$ cat src/rtl/cpu_pkg.sv
// Shared types for the CPU control path: stage encoding, sequencer states, flag bundle.
package cpu_pkg;

  localparam int DEF_PC_W = 10;

  typedef enum logic [1:0] {
    ST_FETCH = 2'b00,
    ST_EXEC  = 2'b01,
    ST_WB    = 2'b10
  } stage_t;

  typedef enum logic [1:0] {
    IDLE = 2'b00,
    RUN  = 2'b01,
    HALT = 2'b10
  } seq_state_t;

  typedef struct packed {
    logic eq;
    logic gt;
    logic lt;
    logic zero;
  } flags_t;

endpackage

$ cat src/rtl/return_stack.sv
// LIFO of return addresses for call/ret. The pointer counts valid entries, so
// full and empty come straight from its value.
module return_stack #(
  parameter int PC_W        = 10,
  parameter int STACK_DEPTH = 4
) (
  input  logic            clk,
  input  logic            reset,
  input  logic            push,
  input  logic            pop,
  input  logic [PC_W-1:0] din,
  output logic [PC_W-1:0] top,
  output logic            full,
  output logic            empty
);

  localparam int PTR_W = $clog2(STACK_DEPTH + 1);
  localparam int IDX_W = $clog2(STACK_DEPTH);
  localparam logic [PTR_W-1:0] FULL_PTR = PTR_W'(STACK_DEPTH);
  localparam logic [PTR_W-1:0] PTR_ONE  = PTR_W'(1);

  logic [PC_W-1:0]  mem_r [STACK_DEPTH];
  logic [PTR_W-1:0] ptr_r;
  logic [IDX_W-1:0] wr_idx_s;
  logic [IDX_W-1:0] top_idx_s;

  assign wr_idx_s  = IDX_W'(ptr_r);
  assign top_idx_s = IDX_W'(ptr_r - PTR_ONE);
  assign top       = mem_r[top_idx_s];
  assign full      = (ptr_r == FULL_PTR);
  assign empty     = (ptr_r == {PTR_W{1'b0}});

  // Storage and pointer; pop takes precedence if both are requested.
  always_ff @(posedge clk) begin
    if (reset) begin
      ptr_r <= {PTR_W{1'b0}};
      for (int i = 0; i < STACK_DEPTH; i++) begin
        mem_r[i] <= {PC_W{1'b0}};
      end
    end else if (pop && !empty) begin
      ptr_r <= ptr_r - PTR_ONE;
    end else if (push && !full) begin
      mem_r[wr_idx_s] <= din;
      ptr_r           <= ptr_r + PTR_ONE;
    end else begin
      ptr_r <= ptr_r;
    end
  end

endmodule

$ cat src/rtl/stage_sequencer.sv
// Three-stage instruction sequencer: owns stage count, pc, compare flags and
// the call/return stack consumed by the control decoder.
module stage_sequencer
  import cpu_pkg::*;
#(
  parameter int PC_W        = cpu_pkg::DEF_PC_W,
  parameter int STACK_DEPTH = 4
) (
  input  logic            clk,
  input  logic            reset,
  input  logic            start,
  input  logic            stall,
  input  logic            halt_req,
  input  logic            jump,
  input  logic            call,
  input  logic            ret,
  input  logic [PC_W-1:0] target,
  input  logic            alu_eq,
  input  logic            alu_gt,
  input  logic            alu_lt,
  input  logic            alu_zero,
  input  logic            flag_we,
  output logic [1:0]      stage,
  output logic [PC_W-1:0] pc,
  output logic            equalQ,
  output logic            gtQ,
  output logic            ltQ,
  output logic            zeroQ,
  output logic            running,
  output logic            done,
  output logic            stack_err
);

  localparam logic [PC_W-1:0] PC_ONE = PC_W'(1);

  seq_state_t      state_r, state_nxt_s;
  stage_t          stage_r, stage_nxt_s;
  logic [PC_W-1:0] pc_r, pc_nxt_s, pc_inc_s;
  flags_t          flags_r, flags_nxt_s;
  logic            err_r, err_nxt_s;
  logic            running_r, done_r;
  logic            push_s, pop_s;
  logic [PC_W-1:0] stk_top_s;
  logic            stk_full_s, stk_empty_s;

  assign pc_inc_s  = pc_r + PC_ONE;
  assign stage     = stage_r;
  assign pc        = pc_r;
  assign equalQ    = flags_r.eq;
  assign gtQ       = flags_r.gt;
  assign ltQ       = flags_r.lt;
  assign zeroQ     = flags_r.zero;
  assign running   = running_r;
  assign done      = done_r;
  assign stack_err = err_r;

  return_stack #(
    .PC_W        (PC_W),
    .STACK_DEPTH (STACK_DEPTH)
  ) u_stack (
    .clk   (clk),
    .reset (reset),
    .push  (push_s),
    .pop   (pop_s),
    .din   (pc_inc_s),
    .top   (stk_top_s),
    .full  (stk_full_s),
    .empty (stk_empty_s)
  );

  // Next-state, stage advance, flag capture and pc redirect.
  always_comb begin
    state_nxt_s = state_r;
    stage_nxt_s = stage_r;
    pc_nxt_s    = pc_r;
    flags_nxt_s = flags_r;
    err_nxt_s   = err_r;
    push_s      = 1'b0;
    pop_s       = 1'b0;
    case (state_r)
      IDLE, HALT: begin
        stage_nxt_s = ST_FETCH;
        if (start) begin
          state_nxt_s = RUN;
          pc_nxt_s    = {PC_W{1'b0}};
        end else begin
          state_nxt_s = state_r;
        end
      end
      RUN: begin
        if (!stall) begin
          case (stage_r)
            ST_FETCH: stage_nxt_s = ST_EXEC;
            ST_EXEC: begin
              stage_nxt_s = ST_WB;
              if (flag_we) begin
                flags_nxt_s.eq   = alu_eq;
                flags_nxt_s.gt   = alu_gt;
                flags_nxt_s.lt   = alu_lt;
                flags_nxt_s.zero = alu_zero;
              end else begin
                flags_nxt_s = flags_r;
              end
            end
            ST_WB: begin
              stage_nxt_s = ST_FETCH;
              if (halt_req) begin
                state_nxt_s = HALT;
              end else begin
                state_nxt_s = RUN;
              end
              // Redirect priority: ret, then call, then jump, else sequential.
              if (ret) begin
                if (!stk_empty_s) begin
                  pc_nxt_s = stk_top_s;
                  pop_s    = 1'b1;
                end else begin
                  pc_nxt_s  = pc_inc_s;
                  err_nxt_s = 1'b1;
                end
              end else if (call) begin
                pc_nxt_s = target;
                if (!stk_full_s) begin
                  push_s = 1'b1;
                end else begin
                  err_nxt_s = 1'b1;
                end
              end else if (jump) begin
                pc_nxt_s = target;
              end else begin
                pc_nxt_s = pc_inc_s;
              end
            end
            default: stage_nxt_s = ST_FETCH;
          endcase
        end else begin
          stage_nxt_s = stage_r;
        end
      end
      default: begin
        state_nxt_s = IDLE;
        stage_nxt_s = ST_FETCH;
        pc_nxt_s    = {PC_W{1'b0}};
      end
    endcase
  end

  // Sequencer state register.
  always_ff @(posedge clk) begin
    if (reset) begin
      state_r <= IDLE;
    end else begin
      state_r <= state_nxt_s;
    end
  end

  // Datapath registers and registered status outputs.
  always_ff @(posedge clk) begin
    if (reset) begin
      stage_r   <= ST_FETCH;
      pc_r      <= {PC_W{1'b0}};
      flags_r   <= '{eq: 1'b0, gt: 1'b0, lt: 1'b0, zero: 1'b0};
      err_r     <= 1'b0;
      running_r <= 1'b0;
      done_r    <= 1'b0;
    end else begin
      stage_r   <= stage_nxt_s;
      pc_r      <= pc_nxt_s;
      flags_r   <= flags_nxt_s;
      err_r     <= err_nxt_s;
      running_r <= (state_nxt_s == RUN);
      done_r    <= (state_nxt_s == HALT);
    end
  end

endmodule

$ cat config.mk
export PLATFORM = sky130hd
export DESIGN_NAME = stage_sequencer
export DESIGN_NICKNAME = d
export VERILOG_FILES = /design/src/rtl/cpu_pkg.sv /design/src/rtl/return_stack.sv /design/src/rtl/stage_sequencer.sv
export SDC_FILE = /design/constraint.sdc
export NUM_CORES = 1
export LEC_CHECK = 0
export ABC_AREA = 1
export ABC_CLOCK_PERIOD_IN_PS = 3900
export CORE_MARGIN = 2
export CORE_UTILIZATION = 40
export CTS_CLUSTER_SIZE = 14
export DETAILED_ROUTE_END_ITERATION = 12
export GPL_ROUTABILITY_DRIVEN = 0
export PLACE_DENSITY = 0.6
export SLEW_MARGIN = 5
export SYNTH_ARGS = -nofsm -noshare
export SYNTH_HDL_FRONTEND = slang
export SYNTH_SLANG_ARGS = --single-unit
export TNS_END_PERCENT = 1
$ cat constraint.sdc
create_clock -name clk -period 3.9 [get_ports clk]
set_clock_uncertainty 0.15 [all_clocks]
set_input_delay 0.39 -clock clk [delete_from_list [all_inputs] [get_ports clk]]
set_output_delay 0.39 -clock clk [all_outputs]
set_load 0.02 [all_outputs]
==> flow_metrics.py, run 1 <==
metrics = {
    "floorplanning": {
        "die_h_um": 93.4,
        "die-area_mm2": 0.00873,
        "ios": 42,
        "core_mm2": 0.00773,
        "rows": 32,
        "die-width_um": 93.4,
        "initial_core_util": 0.414,
    },
    "drt": {
        "firstDrtPassIters": 4,
        "postRouteAntennaNets": 0,
        "vias": 2778,
        "drt-total-wl_mm": 8.58,
        "drc": 0,
        "wl_per_cell_um": 15.9,
        "first_iter_violations": 174,
        "viasPerCell": 5.15,
    },
    "hold_path": {
        "holdPathStages": 2,
        "hold_end": "zeroQ$_SDFFE_PP0P_",
        "worstHoldStart": "zeroQ$_SDFFE_PP0P_",
        "min_path_type": "reg -> reg",
    },
    "timing": {
        "finalCriticalPeriod_ns": 2.85,
        "tns_ns": 0,
        "relSlewSlack": 0.311,
        "hold_viol": 0,
        "period_share": 0.732,
        "whs_ns": 0.348,
        "rsz0062_at_grt": "false",
        "slew_viol_final": 0,
        "layout_setup_ws_ns": 1.05,
        "tightest_slew_ns": 1.03,
        "clock.fmax_ghz": 0.350,
        "setup_viol": 0,
    },
    "logic_synthesis": {
        "synthFlopType": "edfxtp_1",
        "synth_cell_type_count": 35,
        "synthArstFlopShare": 0,
        "synth_edf_count": 40,
        "netlist_instances": 389,
        "syn_area_per_cell_um2": 8.22,
        "synth_area_mm2": 0.00320,
        "ys_seq_elements": 64,
        "synth_fp_nets": 416,
        "ys.warnings.count": 0,
        "yosysSeqAreaShare": 0.526,
    },
    "cts": {
        "clock_sinks": 64,
        "htreeDepth": 3,
        "ctsHoldBuffers": 0,
        "cts-root-buf": "clkbuf_8",
        "post-cts-setup-buffer-count": 0,
        "clk_pin_slew_worst_paths_ns": 0.07,
        "clk_latency_ns": 0.35,
        "clock_path_buffers": 2,
        "cts_resized": 0,
        "cts_buffers": 9,
        "cts_tree": "done",
    },
    "layout": {
        "num_antenna_cells": 0,
        "layout-drive-gt1-share": 0.0778,
        "nFillCells": 754,
        "nets": 459,
        "final_core_util": 0.509,
        "area_growth_pct": 22.9,
        "fin_cells": 539,
        "final_area_mm2": 0.00393,
    },
    "setup_path": {
        "required_ns": 3.76,
        "reg2reg_from": "u_stack.ptr_r[0]$_SDFFE_PP0P_",
        "critical_path_buf_inv_count": 2,
        "cp.arrival_ns": 2.71,
        "reg2reg_to": "u_stack.mem_r[0][8]$_SDFFCE_PN0P_",
        "path_max_fanout": 26,
        "path_delay_family": "simple AND/OR/NAND/NOR gates",
        "r2r_slack_ns": 1.05,
        "critPathMostFrequentCell": "nand2_1",
        "cp-start-kind": "flip-flop",
        "slowest_delay_ns": 0.37,
        "cpMaxStageDelayCell": "nand2_1",
        "path_class": "reg -> reg",
        "crit_chain": "buf_4, inv_2, ha_1, nand2_1, nand3_1, nor2_8, nand2_4, nor2_4, nand2_2, nand2_1",
        "critPathCaptureType": "flip-flop",
        "r2r_cells": 10,
    },
    "pwr": {
        "ir_drop_mv": 0.184,
        "p_int_mw": 1.19,
        "power_density_mw_per_mm2": 388,
        "power_switching_mw": 0.331,
        "design_power_total_mw": 1.52,
        "pwr-share-seq": 0.485,
        "power_frac_comb": 0.055,
        "clockPowerShare": 0.460,
        "p_sw_frac": 0.217,
        "power_leakage_nw": 1.49,
    },
    "status": {
        "status": "finished, final reports clean",
    },
    "placement": {
        "pre_cts_slack_ns": 0.793,
        "place_inst": 523,
        "portBuffers": 41,
        "placed_area_mm2": 0.00369,
        "hpwl_mm": 6.21,
    },
    "flow_run": {
        "maxCapViolCount": 0,
    },
    "global_routing": {
        "grt.overflow.total": 0,
        "grt_max_degree": 27,
        "antenna_found_initial": 0,
        "grt_pass1_wl_mm": 13.8,
        "grt_pass1_vias": 2754,
        "grt_usage": 0.213,
    },
}
synthesized netlist by cell type, types with 5 or more instances:
| cell type | number | area (um^2) |
|---|---|---|
| inv_2 | 5 | 18.8 |
| inv_1 | 22 | 82.6 |
| o21ai_0 | 20 | 100 |
| a21oi_1 | 20 | 100 |
| nor2_1 | 73 | 274 |
| buf_2 | 6 | 30.0 |
| nor3_1 | 5 | 25.0 |
| nand3_1 | 30 | 150 |
| edfxtp_1 | 40 | 1200 |
| dfxtp_1 | 24 | 480 |
| nand2_1 | 97 | 364 |
kinds of logic after synthesis:
logic type	synth area share
AOI/OAI and AO/OA	0.0856
xor gates and xnor gates	0.00548
adders and majority gates	0.0156
buffers and inverters	0.0528
DFF	0.526
and+or+nand+nor	0.315
area by class of cell:
| cell class | count | area (um^2) | share of cell area |
|---|---|---|---|
| Clock buffer | 9 | 124 | 0.0315 |
| Clock inverter | 7 | 120 | 0.0305 |
| Inverter | 28 | 105 | 0.0267 |
| Multi-Input combinational cell | 286 | 1350 | 0.343 |
| Sequential cell | 64 | 1680 | 0.428 |
| Tap cell | 102 | 128 | 0.0325 |
| Timing Repair Buffer | 43 | 425 | 0.108 |
layer usage:
metal  wire length (um)  share of wire  GRT usage  vias to the layer above
met5                  0              0          0                        -
met4                201          0.023     0.0895                        0
met3                415          0.048     0.0508                       16
met2               4070           0.47      0.339                       74
met1               3890           0.45      0.278                     1311
li1                   -              -          -                     1377
worst register-to-register path: cells and delay by family, from the launching register on:
family,cells,cell delay (ns)
adders and majority gates,1,0.28
buffers and inverters,2,0.52
DFF,1,0.31
and+or+nand+nor,7,1.25
state kept, by name, summed over array words and instances, names as in the netlist:
signal         cells
done               1
equalQ             1
gtQ                1
ltQ                1
pc                10
running            1
stack_err          1
stage              2
state_r            2
u_stack.mem_r     40
u_stack.ptr_r      3
zeroQ              1
cells in the final DEF, fill, tap and decap left out, drive strengths merged, types with 3 or more instances in the layout:
| cell type | count |
|---|---|
| nand3 | 30 |
| dfxtp | 24 |
| a21oi | 20 |
| nand2 | 102 |
| bufinv | 3 |
| nor2 | 78 |
| ha | 4 |
| clkdlybuf4s50 | 41 |
| o21ai | 22 |
| clkinv | 5 |
| clkbuf | 9 |
| nand4 | 5 |
| nand3b | 3 |
| nor3 | 5 |
| edfxtp | 40 |
| inv | 27 |
| and2 | 4 |
power groups by stage:
| stage | clock network [mW] | registers (mW) | logic (mW) |
|---|---|---|---|
| after floorplan | 0 | 0.754 | 0.0414 |
| after global placement | 0 | 0.754 | 0.0830 |
| after detailed placement | 0 | 0.755 | 0.0836 |
| after CTS | 0.709 | 0.739 | 0.0838 |
| after global routing | 0.743 | 0.741 | 0.0935 |
| final | 0.701 | 0.739 | 0.0839 |
how the worst max path moves through the flow:
stage | start | to | depth (start not counted)
after global routing | u_stack.ptr_r[0]$_SDFFE_PP0P_ | pc[9]$_SDFFE_PP0P_ | 9
after CTS | u_stack.ptr_r[0]$_SDFFE_PP0P_ | u_stack.mem_r[0][6]$_SDFFCE_PN0P_ | 10
after detailed placement | reset | u_stack.mem_r[0][6]$_SDFFCE_PN0P_ | 6
after global placement | reset | u_stack.mem_r[0][4]$_SDFFCE_PN0P_ | 6
after floorplan | u_stack.ptr_r[0]$_SDFFE_PP0P_ | u_stack.mem_r[3][0]$_DFFE_PP_ | 7
final | u_stack.ptr_r[0]$_SDFFE_PP0P_ | u_stack.mem_r[0][8]$_SDFFCE_PN0P_ | 10
Power figures use the tool's default switching activity.
==> run 2: changes to the inputs <==
Settings changed: ABC_CLOCK_PERIOD_IN_PS 3900 to 2350, PLACE_DENSITY 0.6 to 0.62.
Clock period 3.9 ns to 2.35 ns, I/O delays scaled along.
==> flow_metrics.py, run 2 (synthesis results as in run 1) <==
metrics = {
    "placement": {
        "portBuffers": 41,
        "pre_cts_slack_ns": 0.117,
        "placed_area_mm2": 0.00385,
        "hpwl_mm": 6.36,
    },
    "pwr": {
        "ir_drop_mv": 0.267,
        "power_density_mw_per_mm2": 541,
        "power_leakage_nw": 1.55,
    },
    "layout": {
        "seqCellArea_mm2": 0.00168,
        "multi_input_area_mm2": 0.00136,
        "area_growth_pct": 25.2,
        "mostFrequentLayoutCells": "97 x nand2_1, 73 x nor2_1, 41 x clkdlybuf4s50_1, 40 x edfxtp_1, 30 x nand3_1",
        "largest_reg_flops": 40,
        "nFillCells": 757,
        "layout-drive-gt1-share": 0.114,
        "layout_commonest_cell": "nand2_1",
        "num_antenna_cells": 0,
        "nets": 479,
        "final_core_util": 0.518,
        "final_area_mm2": 0.00401,
        "top_register": "u_stack.mem_r",
    },
    "floorplanning": {
        "rows": 32,
        "initial_core_util": 0.414,
        "die_h_um": 93.4,
        "core_mm2": 0.00773,
        "ios": 42,
        "die-area_mm2": 0.00873,
        "die-width_um": 93.4,
    },
    "timing": {
        "tightest_slew_ns": 0.494,
        "relSlewSlack": 0.670,
        "finalCriticalPeriod_ns": 2.11,
        "hold_viol": 0,
        "layout_setup_ws_ns": 0.237,
        "period_share": 0.899,
        "setup_viol": 0,
        "tns_ns": 0,
        "rsz0062_at_grt": "false",
        "clock.fmax_ghz": 0.473,
        "slew_viol_final": 0,
    },
    "drt": {
        "drt-total-wl_mm": 8.59,
        "firstDrtPassIters": 5,
        "viasPerCell": 5.15,
        "wl_per_cell_um": 15.4,
        "vias": 2878,
        "postRouteAntennaNets": 0,
        "drc": 0,
        "first_iter_violations": 200,
    },
    "setup_path": {
        "path_class": "reg -> reg",
        "cp-start-kind": "flip-flop",
        "path_max_fanout": 10,
        "crit_chain": "inv_1, ha_1, nand2_1, nand3_1, nand3b_1, o31ai_4, buf_4",
        "slowest_delay_ns": 0.33,
        "cpMaxStageDelayCell": "dfxtp_1",
        "critical_path_buf_inv_count": 2,
        "required_ns": 2.25,
        "cp.arrival_ns": 2.01,
        "critPathCaptureType": "flip-flop",
        "path_delay_family": "simple AND/OR/NAND/NOR gates",
    },
    "status": {
        "status": "finished, final reports clean",
    },
    "cts": {
        "cts_tree": "done",
        "cts_buffers": 9,
        "post-cts-setup-buffer-count": 0,
        "clk_latency_ns": 0.34,
        "cts_resized": 0,
        "clock_path_buffers": 2,
        "clock_sinks": 64,
        "clk_pin_slew_worst_paths_ns": 0.07,
        "ctsHoldBuffers": 0,
        "cts-root-buf": "clkbuf_8",
        "htreeDepth": 3,
    },
    "global_routing": {
        "gr-usage-met2": 0.356,
        "grt_pass1_wl_mm": 14.0,
        "grt.busiest_layer": "met2",
        "grt_util_met1": 0.274,
        "antenna_found_initial": 0,
        "grt_max_degree": 26,
        "grt_usage": 0.215,
        "use_met3": 0.0371,
        "grt_pass1_vias": 2860,
        "grt.overflow.total": 0,
    },
    "flow_run": {
        "maxCapViolCount": 0,
    },
    "hold_path": {
        "min_path_type": "reg -> reg",
    },
}
run 2: final timing paths:
| kind | startpoint | endpoint | slack [ns] | depth (start not counted) |
|---|---|---|---|---|
| worst max-delay path | u_stack.ptr_r[1]$_SDFFE_PP0P_ | u_stack.mem_r[3][1]$_DFFE_PP_ | 0.24 | 7 |
| worst min-delay path | ltQ$_SDFFE_PP0P_ | ltQ$_SDFFE_PP0P_ | 0.34 | 2 |
| worst max register to register | u_stack.ptr_r[1]$_SDFFE_PP0P_ | u_stack.mem_r[3][1]$_DFFE_PP_ | 0.24 | 7 |
| worst min register to register | ltQ$_SDFFE_PP0P_ | ltQ$_SDFFE_PP0P_ | 0.34 | 2 |
run 2: area by class of cell:
cell class | count | share of cell area
Clock buffer | 10 | 0.0319
Clock inverter | 6 | 0.00656
Inverter | 28 | 0.0262
Multi-Input combinational cell | 286 | 0.340
Sequential cell | 64 | 0.420
Tap cell | 102 | 0.0319
Timing Repair Buffer | 63 | 0.144
run 2: worst reg2reg max path, delay by kind of cell (launching register included):
kind,cells,cell delay (ns)
and+or+nand+nor,3,0.61
DFF,1,0.33
buffers and inverters,2,0.31
AOI/OAI and AO/OA,1,0.22
adders and majority gates,1,0.21
run 2: stage by stage:
| stage | instances | hold slack (ns) | total power [mW] |
|---|---|---|---|
| floorplan | 389 | 0.154 | 1.32 |
| global placement | 543 | 0.303 | 1.41 |
| detailed placement | 543 | 0.314 | 1.41 |
| CTS | 559 | 0.342 | 2.18 |
| global route | 559 | 0.361 | 2.24 |
| finish | 559 | 0.342 | 2.17 |
run 2: power breakdown:
part           switching [mW]  total (mW)  internal, mW
Clock                   0.419       0.785         0.366
Combinational          0.0854       0.155        0.0698
Sequential             0.0106        1.23          1.22
run 2: metal layers:
metal | vias up | routed length (um)
met4 | 0 | 201
met3 | 22 | 648
met2 | 127 | 4060
li1 | 1416 | -
met1 | 1313 | 3680
met5 | - | 0
==> run 3: changes to the inputs <==
Settings changed: RECOVER_POWER from default to 50.
==> flow_metrics.py, run 3 (synthesis results as in run 1) <==
metrics = {
    "pwr": {
        "power_density_mw_per_mm2": 545,
        "ir_drop_mv": 0.267,
        "design_power_total_mw": 2.16,
        "power_leakage_nw": 1.58,
    },
    "cts": {
        "htreeDepth": 3,
        "clk_latency_ns": 0.34,
        "clk_pin_slew_worst_paths_ns": 0.07,
        "ctsHoldBuffers": 0,
        "clock_path_buffers": 2,
        "cts_buffers": 9,
        "post-cts-setup-buffer-count": 0,
        "cts_resized": 0,
        "clock_sinks": 64,
        "cts_tree": "done",
        "cts-root-buf": "clkbuf_8",
    },
    "drt": {
        "postRouteAntennaNets": 0,
        "viasPerCell": 5.10,
        "wl_met3_um": 559,
        "vias": 2850,
        "top_layer": "met4",
        "first_iter_violations": 161,
        "wl_per_cell_um": 15.4,
        "met1_length_mm": 3.79,
        "firstDrtPassIters": 5,
        "drt-total-wl_mm": 8.62,
        "wl_met2_mm": 4.08,
        "drc": 0,
    },
    "timing": {
        "slew_viol_final": 0,
        "setup_viol": 0,
        "rsz0062_at_grt": "false",
        "relSlewSlack": 0.658,
        "clock.fmax_ghz": 0.471,
        "hold_viol": 0,
        "tightest_slew_ns": 0.513,
        "tns_ns": 0,
        "period_share": 0.903,
        "finalCriticalPeriod_ns": 2.12,
    },
    "global_routing": {
        "grt.overflow.total": 0,
        "grt_max_degree": 26,
        "grt_pass1_wl_mm": 14.0,
        "grt_pass1_vias": 2860,
        "antenna_found_initial": 0,
        "grt_usage": 0.215,
    },
    "layout": {
        "largest_reg_flops": 40,
        "num_antenna_cells": 0,
        "top_register": "u_stack.mem_r",
        "nets": 479,
        "area_growth_pct": 23.9,
        "layout-drive-gt1-share": 0.0875,
        "layout_commonest_cell": "nand2_1",
        "mostFrequentLayoutCells": "99 x nand2_1, 73 x nor2_1, 40 x edfxtp_1, 30 x nand3_1",
    },
    "floorplanning": {
        "die-area_mm2": 0.00873,
        "initial_core_util": 0.414,
        "die-width_um": 93.4,
        "ios": 42,
        "rows": 32,
        "die_h_um": 93.4,
        "core_mm2": 0.00773,
    },
    "setup_path": {
        "reg2reg_from": "u_stack.ptr_r[1]$_SDFFE_PP0P_",
        "r2r_cells": 7,
        "cp-start-kind": "flip-flop",
        "required_ns": 2.24,
        "critPathCaptureType": "flip-flop",
        "cp.arrival_ns": 2.02,
        "critPathLaunch": "u_stack.ptr_r[1]$_SDFFE_PP0P_",
        "reg2reg_to": "u_stack.mem_r[3][1]$_DFFE_PP_",
        "r2r_slack_ns": 0.23,
        "path_max_fanout": 10,
        "path_class": "reg -> reg",
        "crit_end": "u_stack.mem_r[3][1]$_DFFE_PP_",
    },
    "flow_run": {
        "maxCapViolCount": 0,
    },
    "hold_path": {
        "min_path_type": "reg -> reg",
    },
    "placement": {
        "portBuffers": 41,
        "hpwl_mm": 6.36,
    },
    "status": {
        "status": "finished, final reports clean",
    },
}
[run 3: worst min-delay path by stage]
stage                                start                endpoint  slack (ns)  depth (start not counted)
floorplan                            reset      pc[5]$_SDFFE_PP0P_        0.15                          1
global placement    stack_err$_SDFFE_PP0P_  stack_err$_SDFFE_PP0P_        0.30                          2
detailed placement  stack_err$_SDFFE_PP0P_  stack_err$_SDFFE_PP0P_        0.31                          2
CTS                 stack_err$_SDFFE_PP0P_  stack_err$_SDFFE_PP0P_        0.34                          2
global route              ltQ$_SDFFE_PP0P_        ltQ$_SDFFE_PP0P_        0.36                          2
finish                    gtQ$_SDFFE_PP0P_        gtQ$_SDFFE_PP0P_        0.34                          2
[run 3: worst max-delay path, cell delays in order (launching register included)]
cell and delay [ns]:
dfxtp_1 0.33, inv_1 0.09, ha_1 0.21, nand2_1 0.09, nand3_1 0.19, nand3b_1 0.33, o31ai_4 0.22, buf_4 0.23
[run 3: routing by layer]
layer,track usage,vias to the layer above
met5,0,-
met4,0.100,0
met3,0.0371,16
met2,0.356,97
met1,0.274,1325
li1,-,1412
[run 3: report_power, final]
part           leakage, nW  switching, mW  internal, mW  total [mW]
clock               0.0823          0.416         0.366       0.782
sequential           0.607         0.0102          1.22        1.23
combinational        0.894         0.0847        0.0665       0.151
[run 3: area by class of cell]
class                   count  area [um^2]
clock buffers              10          128
clock inverters             6         26.3
fillers                   766         3760
inverters                  28          105
multi-input cells         286         1350
flip-flops and latches     64         1680
well taps                 102          128
repair buffers             63          549
[run 3: metrics by stage]
stage / setup slack (ns) / cell area, um^2 / hold slack [ns] / std cells / util
6_report: 0.228 / 3960 / 0.335 / 559 / 0.513
3_5_place_dp: 0.117 / 3850 / 0.314 / 543 / 0.499
4_1_cts: 0.221 / 4010 / 0.342 / 559 / 0.518
5_1_grt: 0.0532 / 3960 / 0.361 / 559 / 0.513
2_1_floorplan: -0.0336 / 3210 / 0.154 / 389 / -
3_3_place_gp: 0.152 / 3850 / 0.303 / 543 / 0.499
